## config.mk

```make
export PLATFORM = sky130hd
export DESIGN_NAME = control_sequencer_flat
export DESIGN_NICKNAME = d
export VERILOG_FILES = /design/src/rtl/control_sequencer_if.sv /design/src/rtl/control_sequencer.sv /design/src/flat_wrapper.sv
export SDC_FILE = /design/constraint.sdc
export NUM_CORES = 1
export LEC_CHECK = 0
export ABC_AREA = 1
export BUFFER_PORTS_ARGS = -buffer_cell sky130_fd_sc_hd__buf_2
export CORE_MARGIN = 1
export CORE_UTILIZATION = 40
export CTS_BUF_LIST = sky130_fd_sc_hd__clkbuf_8
export CTS_CLUSTER_DIAMETER = 50
export CTS_CLUSTER_SIZE = 20
export DETAILED_ROUTE_END_ITERATION = 10
export GPL_TIMING_DRIVEN = 0
export PLACE_DENSITY_LB_ADDON = 0.3
export SETUP_SLACK_MARGIN = 0.15
export SYNTH_ARGS = -nofsm -noshare
export SYNTH_HDL_FRONTEND = slang
export SYNTH_SLANG_ARGS = --single-unit
```

## constraint.sdc

```tcl
create_clock -name i_clk -period 3.4 [get_ports i_clk]
set_input_delay 0.17 -clock i_clk [delete_from_list [all_inputs] [get_ports i_clk]]
set_output_delay 0.17 -clock i_clk [all_outputs]
set_load 0.01 [all_outputs]
```

## src/rtl/control_sequencer_if.sv

```systemverilog
// Bus between the EDiC control sequencer and its datapath / control store.
// The sequencer itself connects through the slave modport.
interface control_sequencer_if #(
  parameter int INSTR_WIDTH = 8,
  parameter int STEP_WIDTH  = 3,
  parameter int FLAG_WIDTH  = 2,
  parameter int CTRL_WIDTH  = 16,
  parameter int IMM_WIDTH   = 3
);
  logic [FLAG_WIDTH-1:0]                        i_flags;
  logic [INSTR_WIDTH-1:0]                       i_instruction;
  logic [CTRL_WIDTH-1:0]                        i_ucodeData;
  logic                                         i_stall;
  logic                                         i_resume;
  logic                                         i_singleStep;
  logic [FLAG_WIDTH+INSTR_WIDTH+STEP_WIDTH-1:0] o_ucodeAddr;
  logic [CTRL_WIDTH-2:0]                        o_ctrl;
  logic                                         o_fetch;
  logic [IMM_WIDTH-1:0]                         o_immediate;
  logic [INSTR_WIDTH-1:0]                       o_instr;
  logic [STEP_WIDTH-1:0]                        o_step;
  logic                                         o_halted;
  logic                                         o_overrun;

  modport slave (
    input  i_flags, i_instruction, i_ucodeData, i_stall, i_resume, i_singleStep,
    output o_ucodeAddr, o_ctrl, o_fetch, o_immediate, o_instr, o_step, o_halted, o_overrun
  );

  modport master (
    output i_flags, i_instruction, i_ucodeData, i_stall, i_resume, i_singleStep,
    input  o_ucodeAddr, o_ctrl, o_fetch, o_immediate, o_instr, o_step, o_halted, o_overrun
  );
endinterface

```

## src/rtl/control_sequencer.sv

```systemverilog
// Microcoded control sequencer: instruction register, step counter, halt/resume,
// single-step, wait-state stall and step-overrun detection. Control store is external.
module control_sequencer #(
  parameter int                     INSTR_WIDTH  = 8,
  parameter int                     STEP_WIDTH   = 3,
  parameter int                     FLAG_WIDTH   = 2,
  parameter int                     CTRL_WIDTH   = 16,
  parameter int                     IMM_LSB      = 3,
  parameter int                     IMM_WIDTH    = 3,
  parameter logic [INSTR_WIDTH-1:0] HALT_OPCODE  = '1,
  parameter int                     START_HALTED = 0
) (
  input logic                 i_clk,
  input logic                 i_reset,
  control_sequencer_if.slave  bus
);
  typedef enum logic {RUN = 1'b0, HALT = 1'b1} state_e;

  localparam logic [STEP_WIDTH-1:0] MAX_STEP  = '1;
  localparam state_e                RST_STATE = (START_HALTED != 0) ? HALT : RUN;

  state_e                 state_q, state_d;
  logic [STEP_WIDTH-1:0]  step_q, step_d;
  logic [INSTR_WIDTH-1:0] instr_q, instr_d;
  logic                   overrun_q, overrun_d;

  logic running, halt_det, u_end, exec_step;

  assign running   = (state_q == RUN);
  assign u_end     = bus.i_ucodeData[0];
  assign exec_step = (step_q > STEP_WIDTH'(1));
  // Halt opcode is caught at its first execute step, before any of its microcode acts.
  assign halt_det  = running && (step_q == STEP_WIDTH'(2)) && (instr_q == HALT_OPCODE);

  always_ff @(posedge i_clk or posedge i_reset) begin
    if (i_reset) begin
      state_q   <= RST_STATE;
      step_q    <= '0;
      instr_q   <= '0;
      overrun_q <= 1'b0;
    end else begin
      state_q   <= state_d;
      step_q    <= step_d;
      instr_q   <= instr_d;
      overrun_q <= overrun_d;
    end
  end

  always_comb begin
    state_d   = state_q;
    step_d    = step_q;
    instr_d   = instr_q;
    overrun_d = overrun_q;
    if (!bus.i_stall) begin
      case (state_q)
        RUN: begin
          if (step_q == STEP_WIDTH'(1)) instr_d = bus.i_instruction;
          if (halt_det) begin
            state_d = HALT;
            step_d  = '0;
          end else if (exec_step && u_end) begin
            step_d = '0;
            if (bus.i_singleStep) state_d = HALT;
          end else if (step_q == MAX_STEP) begin
            step_d    = '0;
            overrun_d = 1'b1;
            if (bus.i_singleStep) state_d = HALT;
          end else begin
            step_d = step_q + STEP_WIDTH'(1);
          end
        end
        HALT: begin
          step_d = '0;
          if (bus.i_resume) state_d = RUN;
        end
        default: begin
          state_d = RST_STATE;
          step_d  = '0;
        end
      endcase
    end
  end

  assign bus.o_ucodeAddr = {bus.i_flags, instr_q, step_q};
  // Reset term keeps the datapath quiet while reset is held even though RUN is the reset state.
  assign bus.o_ctrl      = (running && !halt_det && !i_reset) ?
                           bus.i_ucodeData[CTRL_WIDTH-1:1] : '0;
  assign bus.o_fetch     = running && (step_q == STEP_WIDTH'(1));
  assign bus.o_immediate = instr_q[IMM_LSB +: IMM_WIDTH];
  assign bus.o_instr     = instr_q;
  assign bus.o_step      = step_q;
  assign bus.o_halted    = (state_q == HALT);
  assign bus.o_overrun   = overrun_q;
endmodule

```

## src/flat_wrapper.sv

```systemverilog
// flat-port wrapper written by rule: the top's interface ports become plain ports
module control_sequencer_flat 
#(
  parameter int                     INSTR_WIDTH  = 8,
  parameter int                     STEP_WIDTH   = 3,
  parameter int                     FLAG_WIDTH   = 2,
  parameter int                     CTRL_WIDTH   = 16,
  parameter int                     IMM_LSB      = 3,
  parameter int                     IMM_WIDTH    = 3,
  parameter logic [INSTR_WIDTH-1:0] HALT_OPCODE  = '1,
  parameter int                     START_HALTED = 0
)
  (i_clk, i_reset, bus_i_flags, bus_i_instruction, bus_i_ucodeData, bus_i_stall, bus_i_resume, bus_i_singleStep, bus_o_ucodeAddr, bus_o_ctrl, bus_o_fetch, bus_o_immediate, bus_o_instr, bus_o_step, bus_o_halted, bus_o_overrun);
  control_sequencer_if #(.INSTR_WIDTH(INSTR_WIDTH), .STEP_WIDTH(STEP_WIDTH), .FLAG_WIDTH(FLAG_WIDTH), .CTRL_WIDTH(CTRL_WIDTH), .IMM_WIDTH(IMM_WIDTH)) bus_i ();
  input logic i_clk;
  input logic i_reset;
  input wire logic [$bits(bus_i.i_flags)-1:0] bus_i_flags;
  input wire logic [$bits(bus_i.i_instruction)-1:0] bus_i_instruction;
  input wire logic [$bits(bus_i.i_ucodeData)-1:0] bus_i_ucodeData;
  input wire logic [$bits(bus_i.i_stall)-1:0] bus_i_stall;
  input wire logic [$bits(bus_i.i_resume)-1:0] bus_i_resume;
  input wire logic [$bits(bus_i.i_singleStep)-1:0] bus_i_singleStep;
  output wire logic [$bits(bus_i.o_ucodeAddr)-1:0] bus_o_ucodeAddr;
  output wire logic [$bits(bus_i.o_ctrl)-1:0] bus_o_ctrl;
  output wire logic [$bits(bus_i.o_fetch)-1:0] bus_o_fetch;
  output wire logic [$bits(bus_i.o_immediate)-1:0] bus_o_immediate;
  output wire logic [$bits(bus_i.o_instr)-1:0] bus_o_instr;
  output wire logic [$bits(bus_i.o_step)-1:0] bus_o_step;
  output wire logic [$bits(bus_i.o_halted)-1:0] bus_o_halted;
  output wire logic [$bits(bus_i.o_overrun)-1:0] bus_o_overrun;
  assign bus_i.i_flags = bus_i_flags;
  assign bus_i.i_instruction = bus_i_instruction;
  assign bus_i.i_ucodeData = bus_i_ucodeData;
  assign bus_i.i_stall = bus_i_stall;
  assign bus_i.i_resume = bus_i_resume;
  assign bus_i.i_singleStep = bus_i_singleStep;
  assign bus_o_ucodeAddr = bus_i.o_ucodeAddr;
  assign bus_o_ctrl = bus_i.o_ctrl;
  assign bus_o_fetch = bus_i.o_fetch;
  assign bus_o_immediate = bus_i.o_immediate;
  assign bus_o_instr = bus_i.o_instr;
  assign bus_o_step = bus_i.o_step;
  assign bus_o_halted = bus_i.o_halted;
  assign bus_o_overrun = bus_i.o_overrun;
  control_sequencer #(.INSTR_WIDTH(INSTR_WIDTH), .STEP_WIDTH(STEP_WIDTH), .FLAG_WIDTH(FLAG_WIDTH), .CTRL_WIDTH(CTRL_WIDTH), .IMM_LSB(IMM_LSB), .IMM_WIDTH(IMM_WIDTH), .HALT_OPCODE(HALT_OPCODE), .START_HALTED(START_HALTED)) u_core (.i_clk(i_clk), .i_reset(i_reset), .bus(bus_i));
endmodule
```

==> impl_metrics.json, run 1 <==
{
  "antenna_violating_nets_post_route": 0,
  "stdcell_count": 249,
  "r2r_setup_slack_ns": 2.01,
  "setup_ws_ns": 1.369,
  "synth_area_leader_cell": "dfrtp_1",
  "synth_cell_type_count": 18,
  "cts_sinks": 13,
  "clk_pin_slew_worst_paths_ns": 0.05,
  "drt_wl_total_um": 2255,
  "total_switching_power_uw": 479.7,
  "finalSetupViolations": 0,
  "sequentialPowerShare": 0.284,
  "vdd_ir_drop_max_uv": 514.9,
  "core_region_area_um2": 2297,
  "timing.critical_path.fanout_max": 10,
  "dp_hpwl_um": 1829,
  "grt_remaining_overflow": 0,
  "grt_setup_unrepaired": "false",
  "timing.critical_path.slowest_stage_cell": "dfrtp_1",
  "syn2layout_area_growth_pct": 45.40,
  "port_buffers": 73,
  "hold_path.class": "input port to flop",
  "finalWeightedCongestion": 0.9016,
  "ys_seq_area_frac": 0.3234,
  "ys_seq_elements": 13,
  "wire_length_of_the_first_global_routing_pass_um": 3622,
  "total_power_mw": 1.108,
  "synth_top_area_share": 0.3234,
  "clock_tree_from_tritoncts": "done",
  "totalNegativeSetupSlack_ns": 0,
  "number_of_nets_in_the_synthesized_netlist": 178,
  "worst_pin_slew_ns": 0.5377,
  "worstPathCellList": "inv_1 -> ha_1 -> nand2_1 -> nor2_1 -> nand2_1 -> nor2_1 -> nor2_1 -> nand2_2 -> buf_6 -> nor2_1 -> buf_2",
  "path_delay_family": "simple AND/OR/NAND/NOR gates",
  "cpPeakStageDelay_ns": 0.46,
  "post-route-drc-count": 0,
  "ctsHtreeMaxLevel": 1,
  "maxSlewHeadroom": 0.6412,
  "p_leak_nw": 0.9709,
  "num_vias": 1080,
  "worstSetupStartpointType": "flop",
  "worst_setup_slack_post_dpl_ns": 1.618,
  "synth_area_per_cell_um2": 7.035,
  "dr.pass1.iters": 4,
  "antenna_found_initial": 0,
  "final_hold_viol_count": 0,
  "insertion_delay_ns": 0.24,
  "powerDensity_nw_per_um2": 757.5,
  "tritoncts.num_buffers": 3,
  "dr.first_iter.drc_count": 9,
  "die_area_um2": 2720,
  "maximum_root_to_sink_buffer_count": 2,
  "design.final.nets": 257,
  "synthCells": 143,
  "placement_rows": 17,
  "top_library_cells_by_usage_in_the_layout_fill_and_taps_aside": "buf_2 (73), nand2_1 (30), inv_1 (30)",
  "grtUsageTotal": 0.1790,
  "clock_power_share": 0.124,
  "min_period_ns": 2.031,
  "grt_pass1_vias": 904,
  "timing.critical_path.buf_inv": 3,
  "route.detailed.wl_per_inst_um": 9.056,
  "maxCapViolCount": 0,
  "start_util": 0.4379,
  "detail_route.vias_per_cell": 4.337,
  "grt_max_degree": 15,
  "clock-skew-final_ns": 0.001280,
  "fin_crit_sh": 0.5973,
  "startpoint_to_endpoint_class_of_the_critical_path": "flop to output pin",
  "mostFrequentLayoutCell": "buf_2",
  "number_of_cells_after_detailed_placement": 244,
  "fmax_ghz": 0.4924,
  "sw_frac_of_total": 0.4329,
  "die-width_um": 52.15,
  "final_max_slew_viol_count": 0,
  "ctsRootBufferMaster": "clkbuf_8",
  "status": "finished, final reports clean",
  "internal-power_uw": 628.3,
  "post_synth_main_area_contributors": "dfrtp_1 (32%), buf_4 (12%), inv_1 (11%)",
  "layout-drive-gt1-share": 0.4977,
  "n_antenna_cell": 0,
  "synth_warnings": 0,
  "timing.critical_path.mode_cell": "nor2_1",
  "synth.cell_area_um2": 1006,
  "critPathCaptureType": "output pin",
  "power.combinational.fraction": 0.592,
  "die_y_um": 52.15,
  "post-cts-setup-buffers": 0,
  "cp_data_arrival_time_ns": 1.86,
  "required_time_worst_endpoint_ns": 3.23,
  "boundaryPins": 76
}
==> tightest hold or removal path, cell delays in order <==
cell and delay (ns):
buf_2 0.09, inv_1 0.05, o21ai_2 0.05
==> layer usage <==
metal  vias up  GRT usage  routed length (um)
met5         -          0                   0
met4         0    0.05263                  27
met3         5    0.05263                 252
met2        57     0.3269                1104
met1       460     0.1975                 870
li1        558          -                   -
==> per-stage QoR <==
step	hold slack, ns	cell area, um2	util
after floorplan	0.06256	1006	-
after global placement	0.2359	1406	0.6122
after detailed placement	0.2401	1406	0.6122
after CTS	0.1571	1463	0.6367
after global routing	0.1657	1463	0.6367
final	0.1591	1463	0.6367
==> synthesized netlist by cell type, drive strengths merged <==
library cell   n
o21ai          9
o21bai         1
inv           31
clkinv         1
nor2          24
nand4          1
buf           18
ha             4
a21oi          2
dfrtp         13
nand2         33
or2            1
nand3          5
==> state kept, by name (all words and copies together) (netlist names) <==
signal and flops:
u_core.bus.o_instr 8, u_core.bus.o_step 3, u_core.bus.o_halted 1, u_core.bus.o_overrun 1
==> cells by family after synthesis <==
| group | count (synthesis) | synth area share |
|---|---|---|
| adders and majority gates | 4 | 0.04975 |
| and+or+nand+nor | 64 | 0.2724 |
| DFF | 13 | 0.3234 |
| buffers and inverters | 50 | 0.2624 |
| AOI/OAI and AO/OA | 12 | 0.09204 |
==> power by group through the flow <==
stage | Clock, mW | Sequential [mW] | Combinational (mW)
after floorplan | 0 | 0.334 | 0.411
after global placement | 0 | 0.319 | 0.648
after detailed placement | 0 | 0.319 | 0.661
after CTS | 0.139 | 0.318 | 0.664
after global routing | 0.149 | 0.331 | 0.732
final | 0.138 | 0.314 | 0.656
==> path summary, 6_finish.rpt <==
path | from | end | cells past startpoint
worst min register to register | u_core.bus.o_overrun | u_core.bus.o_overrun | 1
worst min-delay path | bus_i_instruction[5] | u_core.bus.o_instr[5] | 3
worst max register to register | u_core.bus.o_step[1] | u_core.bus.o_step[1] | 8
worst max-delay path | u_core.bus.o_step[0] | bus_o_ctrl[11] | 11
min in group asynchronous | i_reset | u_core.bus.o_instr[5] | 3
max in group asynchronous | i_reset | u_core.bus.o_step[1] | 3
==> timing repair <==
item,CTS,global route
gates resized for setup,0,0
hold endpoints to repair,13,0
hold buffers,1,0
==> layout make-up <==
| type | instances | area, um2 |
|---|---|---|
| timing repair buffer | 74 | 375.4 |
| clock inverter | 1 | 5.005 |
| tap | 28 | 35.03 |
| buffer | 18 | 142.6 |
| multi-input combinational | 80 | 416.7 |
| inverter | 32 | 121.4 |
| clock buffer | 3 | 41.29 |
| fill | 241 | 834.6 |
| sequential | 13 | 325.3 |
Note: power is estimated with default switching activity, not from simulation.
==> inputs of run 2 (changes only) <==
Clock period 3.4 ns to 2 ns, I/O delays scaled along.
==> run 2 against run 1 <==
Against the previous run:
- global-route usage rose by 0.31 points
- sequential share of layout area fell by 1.1 points
- clock skew barely moved
- combinational power rose by 89%
- register-to-register slack got worse by 1.5 ns
==> impl_metrics.json, run 2 (same netlist as run 1, synthesis figures left out) <==
{
  "largest_reg_flops": 8,
  "stdcell_count": 254,
  "fmax_ghz": 0.5621,
  "ctsHtreeMaxLevel": 1,
  "wire_length_of_the_first_global_routing_pass_um": 3691,
  "required_time_worst_endpoint_ns": 1.90,
  "vdd_ir_drop_max_uv": 891.2,
  "powerDensity_nw_per_um2": 1293,
  "grtUsageTotal": 0.1820,
  "die_area_um2": 2720,
  "maximum_root_to_sink_buffer_count": 2,
  "tritoncts.num_buffers": 3,
  "timing.hold.worst.start": "bus_i_instruction[5]",
  "setup_ws_ns": 0.2210,
  "cts_sinks": 13,
  "drt_wl_total_um": 2414,
  "top_library_cells_by_usage_in_the_layout_fill_and_taps_aside": "buf_2 (72), nand2_1 (29), inv_1 (29)",
  "post-route-cell-area_um2": 1546,
  "grt_max_degree": 14,
  "worst_setup_slack_post_dpl_ns": 0.2880,
  "final.hold.worst_slack_ns": 0.08882,
  "timing.critical_path.fanout_max": 5,
  "syn2layout_area_growth_pct": 53.73,
  "total_power_mw": 2.000,
  "status": "finished, final reports clean",
  "final_max_slew_viol_count": 0,
  "dr.pass1.iters": 4,
  "critPathCaptureType": "output pin",
  "r2r_setup_slack_ns": 0.52,
  "core_region_area_um2": 2297,
  "antenna_found_initial": 0,
  "totalNegativeSetupSlack_ns": 0,
  "grt_remaining_overflow": 0,
  "dp_hpwl_um": 1829,
  "finalWeightedCongestion": 0.9016,
  "maxCapViolCount": 0,
  "maxSlewHeadroom": 0.6048,
  "post_dp_cell_area_um2": 1406,
  "boundaryPins": 76,
  "cp_data_arrival_time_ns": 1.68,
  "min_to": "u_core.bus.o_instr[5]",
  "post-route-drc-count": 0,
  "grt_setup_unrepaired": "true",
  "ctsRootBufferMaster": "clkbuf_8",
  "dr.first_iter.drc_count": 9,
  "reg2reg_from": "u_core.bus.o_step[1]",
  "startpoint_to_endpoint_class_of_the_critical_path": "flop to output pin",
  "final_hold_viol_count": 0,
  "number_of_cells_after_detailed_placement": 244,
  "p_leak_nw": 0.9972,
  "hold_path.class": "input port to flop",
  "clock_tree_from_tritoncts": "done",
  "fill_cells": 234,
  "final_util": 0.6732,
  "worstSetupStartpointType": "flop",
  "worst_reg2reg_endpoint": "u_core.bus.o_step[1]",
  "port_buffers": 73,
  "fin_crit_sh": 0.8895,
  "r2r_cells": 9,
  "hold_path_depth": 3,
  "antenna_violating_nets_post_route": 0,
  "clock-skew-final_ns": 0.001665,
  "num_vias": 1101,
  "finalSetupViolations": 0,
  "route.detailed.wl_per_inst_um": 9.504,
  "clk_pin_slew_worst_paths_ns": 0.05,
  "placement_rows": 17,
  "die_y_um": 52.15,
  "grt_pass1_vias": 916,
  "min_period_ns": 1.779,
  "die-width_um": 52.15,
  "design.final.nets": 262,
  "start_util": 0.4379,
  "mostFrequentLayoutCell": "buf_2",
  "worst_pin_slew_ns": 0.5909,
  "insertion_delay_ns": 0.24,
  "detail_route.vias_per_cell": 4.335,
  "n_antenna_cell": 0,
  "layout-drive-gt1-share": 0.5531
}
-- run 2: changes by cell type in the layout (fill, tap and decap cells not counted), moves of 2 or more --
cell,delta
buf_4,+4
nor2_2,+5
nor2_1,-6
buf_6,+2
-- run 2: worst max path at each step --
stage | from | to | slack (ns)
6_report | u_core.bus.o_step[0] | bus_o_ctrl[11] | 0.22
5_1_grt | u_core.bus.o_step[0] | bus_o_ctrl[11] | 0.10
4_1_cts | u_core.bus.o_step[0] | bus_o_ctrl[7] | 0.19
3_5_place_dp | u_core.bus.o_step[0] | bus_o_ctrl[7] | 0.29
3_3_place_gp | u_core.bus.o_step[0] | bus_o_ctrl[8] | 0.27
2_1_floorplan | u_core.bus.o_step[0] | bus_o_ctrl[10] | 0.43
-- run 2: routing by layer --
layer / global-route usage / wire length, um / share of wire
met1: 0.2065 / 934 / 0.39
met2: 0.3269 / 1203 / 0.50
met3: 0.05263 / 249 / 0.10
met4: 0.05263 / 27 / 0.011
met5: 0 / 0 / 0
-- run 2: final cells by class --
type	instances	area [um2]	share of cell area
plain buffers	18	142.6	0.09223
clock buffers	3	41.29	0.02670
clock inverters	1	5.005	0.003236
inverters	32	121.4	0.07848
multi-input cells	80	451.7	0.2921
flip-flops and latches	13	326.6	0.2112
well taps	28	35.03	0.02265
repair buffers	79	422.9	0.2735
-- run 2: timing repair --
item	4_1_cts	5_1_grt
pin swaps	0	6
hold endpoints to repair	13	0
hold buffers	1	0
cloned	0	1
setup endpoints to repair	10	10
setup buffers	2	2
gates resized for setup	1	14
-- run 2: critical path, stage by stage (launching register included) --
cell and delay [ns]:
dfrtp_2 0.41, inv_2 0.08, ha_4 0.13, nand2_2 0.05, nor2_2 0.10, nand2_1 0.05, nor2_1 0.12, nor2_2 0.07
nand2_2 0.12, buf_6 0.13, nor2_1 0.04, buf_2 0.13
-- run 2: where the power goes --
part	leakage, nW	total, mW	internal [mW]	switching [mW]
Sequential	0.166	0.527	0.380	0.147
Combinational	0.806	1.24	0.624	0.616
Clock	0.0255	0.233	0.138	0.0951
==> inputs of run 3 (changes only) <==
Settings changed: CORE_UTILIZATION 40 to 41.
==> run 3 against run 2 <==
Against the previous run:
- non-clock buffer count unchanged
- worst setup slack worse by 0.015 ns
- register-to-register slack about the same
- first-iteration DRC count fell by 22%
- via count decreased by 1.1%
- sequential share of layout area is 0.10 points higher
- hold slack lost 0.0020 ns
- die area fell by 2.3%
- final cell count unchanged
- sequential cell count unchanged
- critical path type unchanged
==> impl_metrics.json, run 3 (same netlist as run 1, synthesis figures left out) <==
{
  "status": "finished, final reports clean",
  "post-route-cell-area_um2": 1539,
  "worst_setup_slack_post_dpl_ns": 0.3045,
  "sequentialPowerShare": 0.266,
  "design.final.nets": 262,
  "grt_pass1_vias": 875,
  "powerDensity_nw_per_um2": 1293,
  "sw_frac_of_total": 0.4288,
  "grt_max_degree": 14,
  "clock_tree_from_tritoncts": "done",
  "ctsRootBufferMaster": "clkbuf_8",
  "dr.pass1.iters": 4,
  "clock_power_share": 0.118,
  "ctsHtreeMaxLevel": 1,
  "totalNegativeSetupSlack_ns": 0,
  "total_switching_power_uw": 853.0,
  "final_max_slew_viol_count": 0,
  "tritoncts.num_buffers": 3,
  "fill_cells": 206,
  "start_util": 0.4462,
  "power.combinational.fraction": 0.617,
  "finalSetupViolations": 0,
  "required_time_worst_endpoint_ns": 1.90,
  "finalWeightedCongestion": 0.8170,
  "antenna_found_initial": 0,
  "top_library_cells_by_usage_in_the_layout_fill_and_taps_aside": "buf_2 (73), nand2_1 (29), inv_1 (29)",
  "final_util": 0.6826,
  "vdd_ir_drop_max_uv": 900.9,
  "die_y_um": 51.54,
  "clock-skew-final_ns": 0.005354,
  "hold_path_depth": 3,
  "route.detailed.wl_per_inst_um": 9.315,
  "timing.critical_path.fanout_max": 5,
  "num_vias": 1089,
  "critPathCaptureType": "output pin",
  "die_area_um2": 2656,
  "internal-power_mw": 1.136,
  "r2r_cells": 9,
  "boundaryPins": 76,
  "grt_setup_unrepaired": "true",
  "cpPeakStageDelay_ns": 0.41,
  "post_dp_cell_area_um2": 1406,
  "timing.hold.worst.start": "bus_i_instruction[0]",
  "timing.critical_path.from": "u_core.bus.o_step[0]",
  "mostFrequentLayoutCell": "buf_2",
  "layout-drive-gt1-share": 0.5531,
  "post-route-drc-count": 0,
  "drt_wl_total_um": 2366,
  "worst_pin_slew_ns": 0.5806,
  "worstPathCellList": "inv_2 -> ha_4 -> nand2_2 -> nor2_2 -> nand2_1 -> nor2_2 -> nor2_2 -> nand2_2 -> buf_6 -> nor2_1 -> buf_2",
  "p_leak_nw": 0.9976,
  "die-width_um": 51.54,
  "wire_length_of_the_first_global_routing_pass_um": 3415,
  "maxCapViolCount": 0,
  "hold_path.class": "input port to flop",
  "cts_sinks": 13,
  "grtUsageTotal": 0.1715,
  "dr.first_iter.drc_count": 7,
  "fmax_ghz": 0.5573,
  "reg2reg_from": "u_core.bus.o_step[1]",
  "core_region_area_um2": 2255,
  "n_antenna_cell": 0,
  "detail_route.vias_per_cell": 4.287,
  "port_buffers": 73,
  "timing.critical_path.slowest_stage_cell": "dfrtp_2",
  "maximum_root_to_sink_buffer_count": 2,
  "setup_ws_ns": 0.2057,
  "fin_crit_sh": 0.8971,
  "clk_pin_slew_worst_paths_ns": 0.06,
  "final_hold_viol_count": 0,
  "dp_hpwl_um": 1786,
  "placement_rows": 17,
  "largest_reg_flops": 8,
  "startpoint_to_endpoint_class_of_the_critical_path": "flop to output pin",
  "timing.critical_path.mode_cell": "nor2_2",
  "cp_data_arrival_time_ns": 1.69,
  "min_period_ns": 1.794,
  "grt_remaining_overflow": 0,
  "maxSlewHeadroom": 0.6117,
  "worstSetupStartpointType": "flop",
  "antenna_violating_nets_post_route": 0,
  "insertion_delay_ns": 0.25,
  "syn2layout_area_growth_pct": 52.99
}
## run 3: critical path, delay by kind of cell, from the launching register on
family,cells,cell delay [ns]
buffers and inverters,3,0.34
AND/OR/NAND/NOR,7,0.55
adder cells (fa/ha/maj),1,0.13
flip-flops,1,0.41
## run 3: power groups by stage
stage / clock network, mW / logic [mW] / registers, mW
global placement: 0 / 1.10 / 0.539
finish: 0.234 / 1.23 / 0.529
detailed placement: 0 / 1.12 / 0.540
global route: 0.254 / 1.34 / 0.546
CTS: 0.240 / 1.17 / 0.521
floorplan: 0 / 0.699 / 0.568
## run 3: path summary, 6_finish.rpt
path | slack (ns) | to
max reg2reg | 0.51 | u_core.bus.o_step[1]
min reg2reg | 0.47 | u_core.bus.o_overrun
max in group asynchronous | 1.10 | u_core.bus.o_step[0]
max | 0.21 | bus_o_ctrl[8]
min | 0.09 | u_core.bus.o_instr[0]
min in group asynchronous | 0.47 | u_core.bus.o_instr[4]
## run 3: per-stage QoR
step / hold WS [ns] / instances / total power, mW
after floorplan: -0.007442 / 143 / 1.267
after global placement: 0.1600 / 244 / 1.643
after detailed placement: 0.1631 / 244 / 1.659
after CTS: 0.08648 / 251 / 1.931
after global routing: 0.09362 / 254 / 2.139
final: 0.08682 / 254 / 1.989
## run 3: area by class of cell
type                       count  area, um2  area share
buffer                        18      142.6     0.09268
timing repair buffer          79      420.4      0.2732
multi-input combinational     80      446.7      0.2902
clock inverter                 1      5.005    0.003252
inverter                      32      121.4     0.07886
sequential                    13      326.6      0.2122
tap                           28      35.03     0.02276
clock buffer                   3      41.29     0.02683
## run 3: per-layer routing
metal  global-route usage  share of wire  vias up
li1                     -              -      567
met3              0.05848          0.073        2
met2               0.3312           0.51       43
met1               0.1792           0.41      477
met4              0.02703         0.0055        0
met5                    0              0        -
## run 3: what timing repair did
item                                    4_1_cts  5_1_grt
gates resized for setup                       1       13
pin swaps                                     0        6
endpoints found under the hold margin        13        0
endpoints found under the setup margin       10       10
hold buffers                                  1        0
buffers inserted                              2        2
gates cloned                                  0        1
